**src/rtl/mux_select_controller.sv**
```systemverilog
// Mux source-select controller: synchronises and debounces buttons plus an override switch,
// keeps a sticky selection from the highest newly pressed button, and forces a code during override.
module mux_select_controller #(
    parameter int unsigned NUM_BUTTONS     = 5,
    parameter int unsigned SEL_WIDTH       = 3,
    parameter int unsigned DEBOUNCE_CYCLES = 4,
    parameter int unsigned OVERRIDE_SEL    = 7
) (
    input  logic                   clock,
    input  logic                   reset,
    input  logic [NUM_BUTTONS-1:0] buttons,
    input  logic                   switch,
    output logic [SEL_WIDTH-1:0]   out,
    output logic                   write,
    output logic                   changed,
    output logic                   override_active
);

    localparam int unsigned NUM_IN = NUM_BUTTONS + 1;
    localparam int unsigned CNT_W  = $clog2(DEBOUNCE_CYCLES) + 1;
    localparam logic [CNT_W-1:0]     CNT_LAST = CNT_W'(DEBOUNCE_CYCLES - 1);
    localparam logic [SEL_WIDTH-1:0] OVR_CODE = SEL_WIDTH'(OVERRIDE_SEL);

    // Parameter sanity checks at elaboration
    if (NUM_BUTTONS + 1 >= 2**SEL_WIDTH) begin : g_bad_width
        $error("mux_select_controller: NUM_BUTTONS+1 must be < 2**SEL_WIDTH");
    end
    if (OVERRIDE_SEL <= NUM_BUTTONS) begin : g_bad_override
        $error("mux_select_controller: OVERRIDE_SEL must exceed NUM_BUTTONS");
    end
    if (DEBOUNCE_CYCLES < 1) begin : g_bad_debounce
        $error("mux_select_controller: DEBOUNCE_CYCLES must be >= 1");
    end

    logic [NUM_IN-1:0]      sync1;
    logic [NUM_IN-1:0]      sync2;
    logic [NUM_IN-1:0]      deb;
    logic [NUM_IN-1:0]      deb_prev;
    logic [CNT_W-1:0]       cnt [NUM_IN];
    logic [SEL_WIDTH-1:0]   sel;
    logic [SEL_WIDTH-1:0]   code_c;
    logic [NUM_BUTTONS-1:0] rise_c;
    logic                   sw_rise_c;
    logic                   take_c;

    // Two-flop synchroniser; the switch rides in the top bit
    always_ff @(posedge clock or negedge reset) begin
        if (!reset) begin
            sync1 <= '0;
            sync2 <= '0;
        end else begin
            sync1 <= {switch, buttons};
            sync2 <= sync1;
        end
    end

    // Per-input debounce: flip only after DEBOUNCE_CYCLES consecutive mismatching samples
    always_ff @(posedge clock or negedge reset) begin
        if (!reset) begin
            deb      <= '0;
            deb_prev <= '0;
            for (int i = 0; i < int'(NUM_IN); i++) begin
                cnt[i] <= '0;
            end
        end else begin
            deb_prev <= deb;
            for (int i = 0; i < int'(NUM_IN); i++) begin
                if (sync2[i] == deb[i]) begin
                    cnt[i] <= '0;
                end else if (cnt[i] == CNT_LAST) begin
                    deb[i] <= ~deb[i];
                    cnt[i] <= '0;
                end else begin
                    cnt[i] <= cnt[i] + CNT_W'(1);
                end
            end
        end
    end

    // Edge detect and highest-index priority; a switch edge in either direction blocks button takes
    always_comb begin
        rise_c    = deb[NUM_BUTTONS-1:0] & ~deb_prev[NUM_BUTTONS-1:0];
        sw_rise_c = deb[NUM_BUTTONS] & ~deb_prev[NUM_BUTTONS];
        code_c    = '0;
        for (int i = 0; i < int'(NUM_BUTTONS); i++) begin
            if (rise_c[i]) begin
                code_c = SEL_WIDTH'(i + 1);
            end
        end
        take_c = (|rise_c) && !deb[NUM_BUTTONS] && !deb_prev[NUM_BUTTONS];
    end

    always_ff @(posedge clock or negedge reset) begin
        if (!reset) begin
            sel             <= '0;
            out             <= '0;
            write           <= 1'b0;
            changed         <= 1'b0;
            override_active <= 1'b0;
        end else begin
            if (take_c) begin
                sel <= code_c;
            end
            if (deb[NUM_BUTTONS]) begin
                out <= OVR_CODE;
            end else if (take_c) begin
                out <= code_c;
            end else begin
                out <= sel;
            end
            write           <= sw_rise_c;
            changed         <= take_c;
            override_active <= deb[NUM_BUTTONS];
        end
    end

endmodule

```
**config.mk**
```make
export PLATFORM = sky130hd
export DESIGN_NAME = mux_select_controller
export DESIGN_NICKNAME = d
export VERILOG_FILES = /design/src/rtl/mux_select_controller.sv
export SDC_FILE = /design/constraint.sdc
export NUM_CORES = 1
export LEC_CHECK = 0
export ABC_AREA = 1
export CORE_MARGIN = 8
export CORE_UTILIZATION = 45
export CTS_CLUSTER_SIZE = 24
export DETAILED_ROUTE_END_ITERATION = 12
export SLEW_MARGIN = 20
export SYNTH_ARGS = -nofsm -noshare
export SYNTH_HDL_FRONTEND = slang
export SYNTH_SLANG_ARGS = --single-unit
export TNS_END_PERCENT = 50
```
**constraint.sdc**
```tcl
create_clock -name clock -period 1.9 [get_ports clock]
set_clock_uncertainty 0.15 [all_clocks]
set_input_delay 0.475 -clock clock [delete_from_list [all_inputs] [get_ports clock]]
set_output_delay 0.475 -clock clock [all_outputs]
set_load 0.03 [all_outputs]
```
; Yosys cells after proc, flatten, opt, wreduce, memory -nomap -nowiden
; Index checks and enable logic that the tools add are counted.
[totals]
register_bits = 51
in_bits = 8
out_inout_bits = 6
[classes]
n_addsub = 6
n_eq_ne = 12
muxes = 19
bitwise_logic = 16
reduce_logical = 11
[op_table]
columns = cell, count
row1 = $mux 3, 18
row2 = $add 3x1->3 const B, 6
row3 = $eq 3x2->1 const B, 6
row4 = $not 1->1, 13
row5 = $reduce_and 2->1, 6
row6 = $eq 1x1->1, 6
row7 = $and 5x5->5, 1
row8 = $not 5->5, 1
row9 = $reduce_or 5->1, 1
row10 = $logic_and 1x1->1, 2
row11 = $logic_not 1->1, 2
row12 = $and 1x1->1, 1
row13 = $mux 1, 1

; Longest topological paths before layout
; Gate-level depths: netlist of the first run.
[depth]
ltp_word = 9
ltp_mapped = 8
depth_no_buf = 8

; Least setup slack after synthesis of the first run
; Ideal clock, no wire load.
[synth_timing]
kind = reg2reg
startpoint = register deb_prev[5]
endpoint = register out[0]
setup_ps = 122
t_arrival_ps = 1013
setup_slack_ps = 615
path_stages_with_launch = 6
n_path_buf = 0
path_cell_list = dfrtp_1 > inv_1 > nand2_4 > o21bai_4 > nand2_1 > nand3_2
[synth_via]
elab_chain_cells = 4
[synth_lines]
columns = item, line_no
row1 = from (decl), 38  ; logic [NUM_IN-1:0] deb_prev;
row2 = from (signal assigned), 61  ; deb_prev <= '0;
row3 = from (signal assigned), 66  ; deb_prev <= deb;
row4 = $logic_not 1->1, 90  ; take_c = (|rise_c) && !deb[NUM_BUTTONS] && !deb_prev[NUM_BUTTONS];
row5 = $logic_and 1x1->1, 90
row6 = $mux 3, 106  ; end else if (take_c) begin
row7 = $mux 3, 104  ; if (deb[NUM_BUTTONS]) begin
row8 = to (signal assigned), 107  ; out <= code_c;
row9 = to (signal assigned), 109  ; out <= sel;
row10 = to (decl), 13  ; output logic [SEL_WIDTH-1:0] out,
; No other way between the ends.
; A chain may end at the register's enable or synchronous reset.

==> flow_metrics.py, run 1 <==
metrics = {
    "status": {
        "status": "completed",
    },
    "worst_setup_path": {
        "slowest_delay_ns": 0.41,
        "end_kind": "primary output",
        "crit_path_start": "deb_prev[5]",
        "path_max_fanout": 3,
        "worst-path-buf-inv": 1,
        "crit_family": "buffers and inverters",
        "r2r-start": "cnt[6]",
        "criticalPathCategory": "reg2out",
        "path_cells": "dlygate4sd2_1",
        "cp.arrival_ns": 1.06,
        "worst_setup_path_start_kind": "flop",
        "crit_required_ns": 1.27,
        "cp_slowest_cell": "dlygate4sd2_1",
    },
    "grt": {
        "grt_pass1_wl_mm": 4.04,
        "grt_max_degree": 51,
        "antenna_found_initial": 0,
        "grt_pass1_vias": 968,
        "grt_util_all_layers_pct": 8.23,
        "overflow": 0,
    },
    "cells_and_area": {
        "fill_cells": 327,
        "stdcell_area_sq_mm": 0.00209,
        "utilization_pct": 53.0,
        "nets": 180,
        "drive_gt1_share_pct": 13.3,
        "area_delta_synth_final_pct": 15.2,
        "finalNonFillerCells": 216,
        "n_antenna_cell": 0,
    },
    "pwr": {
        "powerDensity_mw_per_mm2": 1490,
        "leakage_nw": 1.01,
        "ir_worst_vdd_uv": 694,
    },
    "clock_network": {
        "clk-insertion-delay-late_ns": 0.28,
        "clock_path_buffers": 2,
        "numCtsBuffers": 5,
        "clock-sinks": 50,
        "hold_buffers": 0,
        "cts_tree": "built",
        "cts-resized-gates": 6,
        "post_cts_buffers": 0,
        "clk_pin_slew_ns": 0.08,
        "cts_root_buffer": "clkbuf_8",
        "htreeDepth": 2,
    },
    "floorplan": {
        "io_pins": 14,
        "dieArea_sq_mm": 0.00632,
        "num_rows": 23,
        "core_sq_mm": 0.00394,
        "initial_core_util_pct": 46.0,
        "die_x_microns": 79.5,
        "die_h_microns": 79.5,
    },
    "drt": {
        "wl_per_cell_microns": 10.4,
        "via_per_inst": 4.51,
        "wl_mm": 2.24,
        "vias": 975,
        "drc": 0,
        "ant_nets": 0,
        "dr.first_iter.drc_count": 44,
        "first_pass_iters": 4,
    },
    "timing": {
        "fmax_mhz": 592,
        "fin_crit_sh_pct": 88.8,
        "finalHoldViolCount": 0,
        "setup_viol": 0,
        "max_slew_margin_pct": 79.7,
        "hold_slack_ns": 0.00605,
        "rsz0062_at_grt": "no",
        "worst_pin_slew_ns": 0.305,
        "fin_crit_ns": 1.69,
        "slew_viol_final": 0,
        "fin_setup_tns_ns": 0,
    },
    "yosys": {
        "syn-cell-area_sq_mm": 0.00181,
        "yosysTopAreaCell": "dfrtp_1",
        "ys_seq_elements": 50,
        "async_flop_share_pct": 100,
        "synthTopCellsByCount": "dfrtp_1 (50), nand2_1 (25), inv_1 (15)",
        "synth.area.top_cells": "dfrtp_1 (69%), nand2_1 (5.2%), ha_1 (4.1%)",
        "yosysWarnings": 0,
        "synth.most_common_cell": "dfrtp_1",
        "synthFlopType": "dfrtp_1",
        "syn_inst": 145,
        "syn_avg_cell_area_sq_um": 12.5,
        "synth_edf_count": 0,
        "ys_seq_area_share_pct": 69.0,
        "synth_top_area_share_pct": 69.0,
        "yosysUniqueCellTypes": 18,
        "synth_nets": 159,
    },
    "hold_path": {
        "hold_class": "in2async",
    },
    "flow_run": {
        "drv_cap": 0,
    },
    "placed_design": {
        "place_congestion": 0.704,
        "placed_cell_area_sq_mm": 0.00202,
        "hpwl_mm": 1.61,
        "portBuffers": 13,
        "placed_cells": 209,
    },
}
## where the power goes
group	internal, mW	switching, mW	leakage (nW)	total (mW)
registers	1.38	0.173	0.614	1.55
clock network	0.254	0.294	0.0383	0.547
logic	0.409	0.598	0.354	1.01
total	2.04	1.06	1.01	3.11
## sequential cells by signal (all words and copies together) (netlist names)
| signal | cells |
|---|---|
| cnt | 18 |
| out | 3 |
| changed | 1 |
| sel | 3 |
| deb_prev | 6 |
| sync2 | 6 |
| sync1 | 6 |
| deb | 6 |
| write | 1 |
## routing by layer
layer | share of wire, % | GRT usage (%)
met1 | 45 | 9.30
met2 | 48 | 12.7
met3 | 5.7 | 3.38
met4 | 1.1 | 5.00
met5 | 0 | 0
## stage by stage
stage	setup slack [ns]	total power, mW
global route	0.148	3.36
finish	0.212	3.11
floorplan	0.615	2.34
CTS	0.184	3.17
global placement	0.259	2.60
detailed placement	0.236	2.65
## cell families (layout without fill, tap and decap cells)
kind of cell             count (synthesis)  after routing  share of synthesized area, %
AND/OR/NAND/NOR                         60             60                          16.5
flip-flops                              50             50                          69.0
buffers and inverters                   16             37                          3.45
adder cells (fa/ha/maj)                  6              6                          4.14
XOR/XNOR                                 6              6                          2.90
multiplexers                             4              4                          2.48
AO/OA/AOI/OAI                            3              3                          1.59
## final cells by class
type	count	area (sq um)	area share [%]
clock buffer	7	76.3	3.65
inverter	16	62.6	2.99
multi-input combinational	79	500	23.9
sequential	50	1250	59.8
tap	50	62.6	2.99
timing repair buffer	14	138	6.58
## cells in the final DEF (no fill, tap or decap), types with 3 or more instances in the layout
| cell type | netlist | layout |
|---|---|---|
| clkbuf_8 | 0 | 5 |
| dlygate4sd2_1 | 0 | 6 |
| mux2_2 | 4 | 4 |
| dfrtp_1 | 50 | 50 |
| xnor2_1 | 6 | 6 |
| nor2_1 | 11 | 11 |
| inv_1 | 15 | 15 |
| nor3_1 | 6 | 6 |
| nand2_1 | 25 | 25 |
| nor3b_1 | 6 | 6 |
| nand2_2 | 4 | 4 |
| nand3_1 | 3 | 3 |
| ha_1 | 6 | 6 |
| clkdlybuf4s50_1 | 0 | 6 |
## worst paths after layout
path,to,slack (ns),depth (start not counted)
worst max-delay path,override_active,0.21,1
worst min-delay path,sync2[2],0.006,2
worst max register to register,deb[3],0.59,3
worst min register to register,sync2[0],0.20,0
max in group asynchronous,cnt[4],1.37,2
min in group clock,sync2[0],0.20,0
(Power assumes the default switching activity.)
==> run 2, diff against run 1 <==
--- a/config.mk
+++ b/config.mk
@@ -11,4 +11,6 @@
 export CTS_CLUSTER_SIZE = 24
 export DETAILED_ROUTE_END_ITERATION = 12
+export DONT_BUFFER_PORTS = 1
+export SETUP_SLACK_MARGIN = 0.05
 export SLEW_MARGIN = 20
 export SYNTH_ARGS = -nofsm -noshare
==> constraint.sdc (replaced) <==
create_clock -name clock -period 1.9 [get_ports clock]
set_clock_uncertainty 0.15 [all_clocks]
set_input_delay 0.38 -clock clock [delete_from_list [all_inputs] [get_ports clock]]
set_output_delay 0.38 -clock clock [all_outputs]
set_load 0.03 [all_outputs]
==> run 2 against run 1 <==
Compared with the run above: critical path depth down 1; register-to-register slack worse by 0.05 ns; die area unchanged; clock power up 6.8%; utilization down 0.76 points; power down 0.38%; design area down 1.4%; first-iteration DRC count up 16%; fmax up 23%; hold slack better by 0.20 ns; global-route usage up 0.91 points; highest routed layer unchanged.
==> flow_metrics.py, run 2 (synthesized netlist as in run 1, its figures left out) <==
metrics = {
    "status": {
        "status": "completed",
    },
    "hold_path": {
        "min_from": "sync1[3]",
        "min_to": "sync2[3]",
        "hold_class": "reg2reg",
        "hold_depth": 0,
    },
    "clock_network": {
        "clk_pin_slew_ns": 0.09,
        "hold_buffers": 8,
        "cts_root_buffer": "clkbuf_8",
        "cts_tree": "built",
        "clock_path_buffers": 2,
        "htreeDepth": 2,
        "numCtsBuffers": 5,
        "cts-resized-gates": 0,
        "clk-insertion-delay-late_ns": 0.30,
        "clock-sinks": 50,
        "post_cts_buffers": 0,
    },
    "timing": {
        "fin_crit_sh_pct": 72.3,
        "rsz0062_at_grt": "no",
        "finalHoldViolCount": 0,
        "fin_crit_ns": 1.37,
        "fin_setup_tns_ns": 0,
        "slew_viol_final": 0,
        "worst_pin_slew_ns": 0.330,
        "fmax_mhz": 728,
        "setup_viol": 0,
        "max_slew_margin_pct": 78.0,
    },
    "placed_design": {
        "portBuffers": 0,
        "place_congestion": 0.768,
        "hpwl_mm": 1.70,
        "placed_cell_area_sq_mm": 0.00188,
    },
    "drt": {
        "drc": 0,
        "wl_per_cell_microns": 11.6,
        "dr.first_iter.drc_count": 51,
        "ant_nets": 0,
        "first_pass_iters": 3,
        "wl_mm": 2.45,
        "via_per_inst": 4.64,
        "vias": 979,
    },
    "cells_and_area": {
        "area_delta_synth_final_pct": 13.6,
        "drive_gt1_share_pct": 14.3,
        "largest_reg_flops": 18,
        "regMostFlops": "cnt",
        "n_antenna_cell": 0,
        "stdcell_area_sq_mm": 0.00206,
        "final_common_cell": "dfrtp_1",
        "mostFrequentLayoutCells": "dfrtp_1 (50), nand2_1 (25), inv_1 (15)",
        "nets": 174,
    },
    "floorplan": {
        "initial_core_util_pct": 46.0,
        "core_sq_mm": 0.00394,
        "dieArea_sq_mm": 0.00632,
        "io_pins": 14,
        "num_rows": 23,
        "die_x_microns": 79.5,
        "die_h_microns": 79.5,
    },
    "pwr": {
        "p_switching_mw": 1.10,
        "clock_power_share_pct": 18.9,
        "leakage_nw": 0.987,
        "pwr-share-comb_pct": 26.6,
        "powerDensity_mw_per_mm2": 1500,
        "power.internal_mw": 1.99,
        "p_seq_share_pct": 54.5,
        "ir_worst_vdd_uv": 552,
        "swShare_pct": 35.6,
    },
    "grt": {
        "overflow": 0,
        "antenna_found_initial": 0,
        "grt_util_all_layers_pct": 9.14,
        "grt_pass1_vias": 1030,
        "grt_max_degree": 51,
        "grt_pass1_wl_mm": 4.47,
    },
    "worst_setup_path": {
        "ff2ff_path_depth": 5,
        "criticalPathCategory": "reg2out",
        "crit_required_ns": 1.37,
        "rrSetupSlack_ns": 0.54,
        "cp.arrival_ns": 0.84,
        "path_max_fanout": 3,
        "end_kind": "primary output",
        "r2r-start": "deb_prev[5]",
        "worst_setup_path_start_kind": "flop",
        "regToRegEndpoint": "out[2]",
    },
    "flow_run": {
        "drv_cap": 0,
    },
}
-- run 2: changes by cell type in the layout (fill, tap and decap cells not counted), sizes merged --
cell	delta
buf	-1
dlygate4sd2	-6
clkinv	+2
dlygate4sd3	+7
clkbuf	-1
clkdlybuf4s50	-6
-- run 2: cell type report --
class                           instances  area, sq um
Tap cell                               50         62.6
Timing Repair Buffer                    8         97.6
Multi-Input combinational cell         79          500
Clock buffer                            6         72.6
Sequential cell                        50         1250
Clock inverter                          2         13.8
Inverter                               16         62.6
Fill cell                             341         1880
-- run 2: how the worst max path moves through the flow --
stage / startpoint / slack [ns] / depth (start not counted) / to
final: deb_prev[5] / 0.53 / 0 / override_active
after global routing: deb_prev[5] / 0.45 / 5 / out[2]
after CTS: deb_prev[5] / 0.50 / 0 / override_active
after detailed placement: deb_prev[5] / 0.55 / 5 / out[0]
after global placement: deb_prev[5] / 0.57 / 5 / out[0]
after floorplan: deb_prev[5] / 0.62 / 5 / out[0]
-- run 2: power by group through the flow --
stage / registers [mW] / logic (mW) / clock network (mW)
floorplan: 1.66 / 0.682 / 0
CTS: 1.70 / 0.845 / 0.616
global placement: 1.70 / 0.755 / 0
global route: 1.73 / 0.964 / 0.661
detailed placement: 1.72 / 0.796 / 0
finish: 1.69 / 0.825 / 0.584
-- run 2: through the flow --
step | hold slack, ns | utilization [%] | setup slack, ns | cells | power [mW]
2_1_floorplan | -0.0656 | - | 0.615 | 145 | 2.34
3_3_place_gp | -0.0636 | 47.6 | 0.569 | 195 | 2.45
3_5_place_dp | -0.0642 | 47.6 | 0.548 | 195 | 2.51
4_1_cts | 0.205 | 52.3 | 0.503 | 211 | 3.16
5_1_grt | 0.210 | 52.3 | 0.454 | 211 | 3.35
6_report | 0.202 | 52.3 | 0.527 | 211 | 3.10
-- run 2: per-layer routing --
layer,track usage [%],vias to the layer above,share of wire (%)
met5,0,-,0
met4,4.44,0,2.2
met3,4.17,6,6.0
met2,14.6,16,48
met1,10.1,472,44
li1,-,485,-
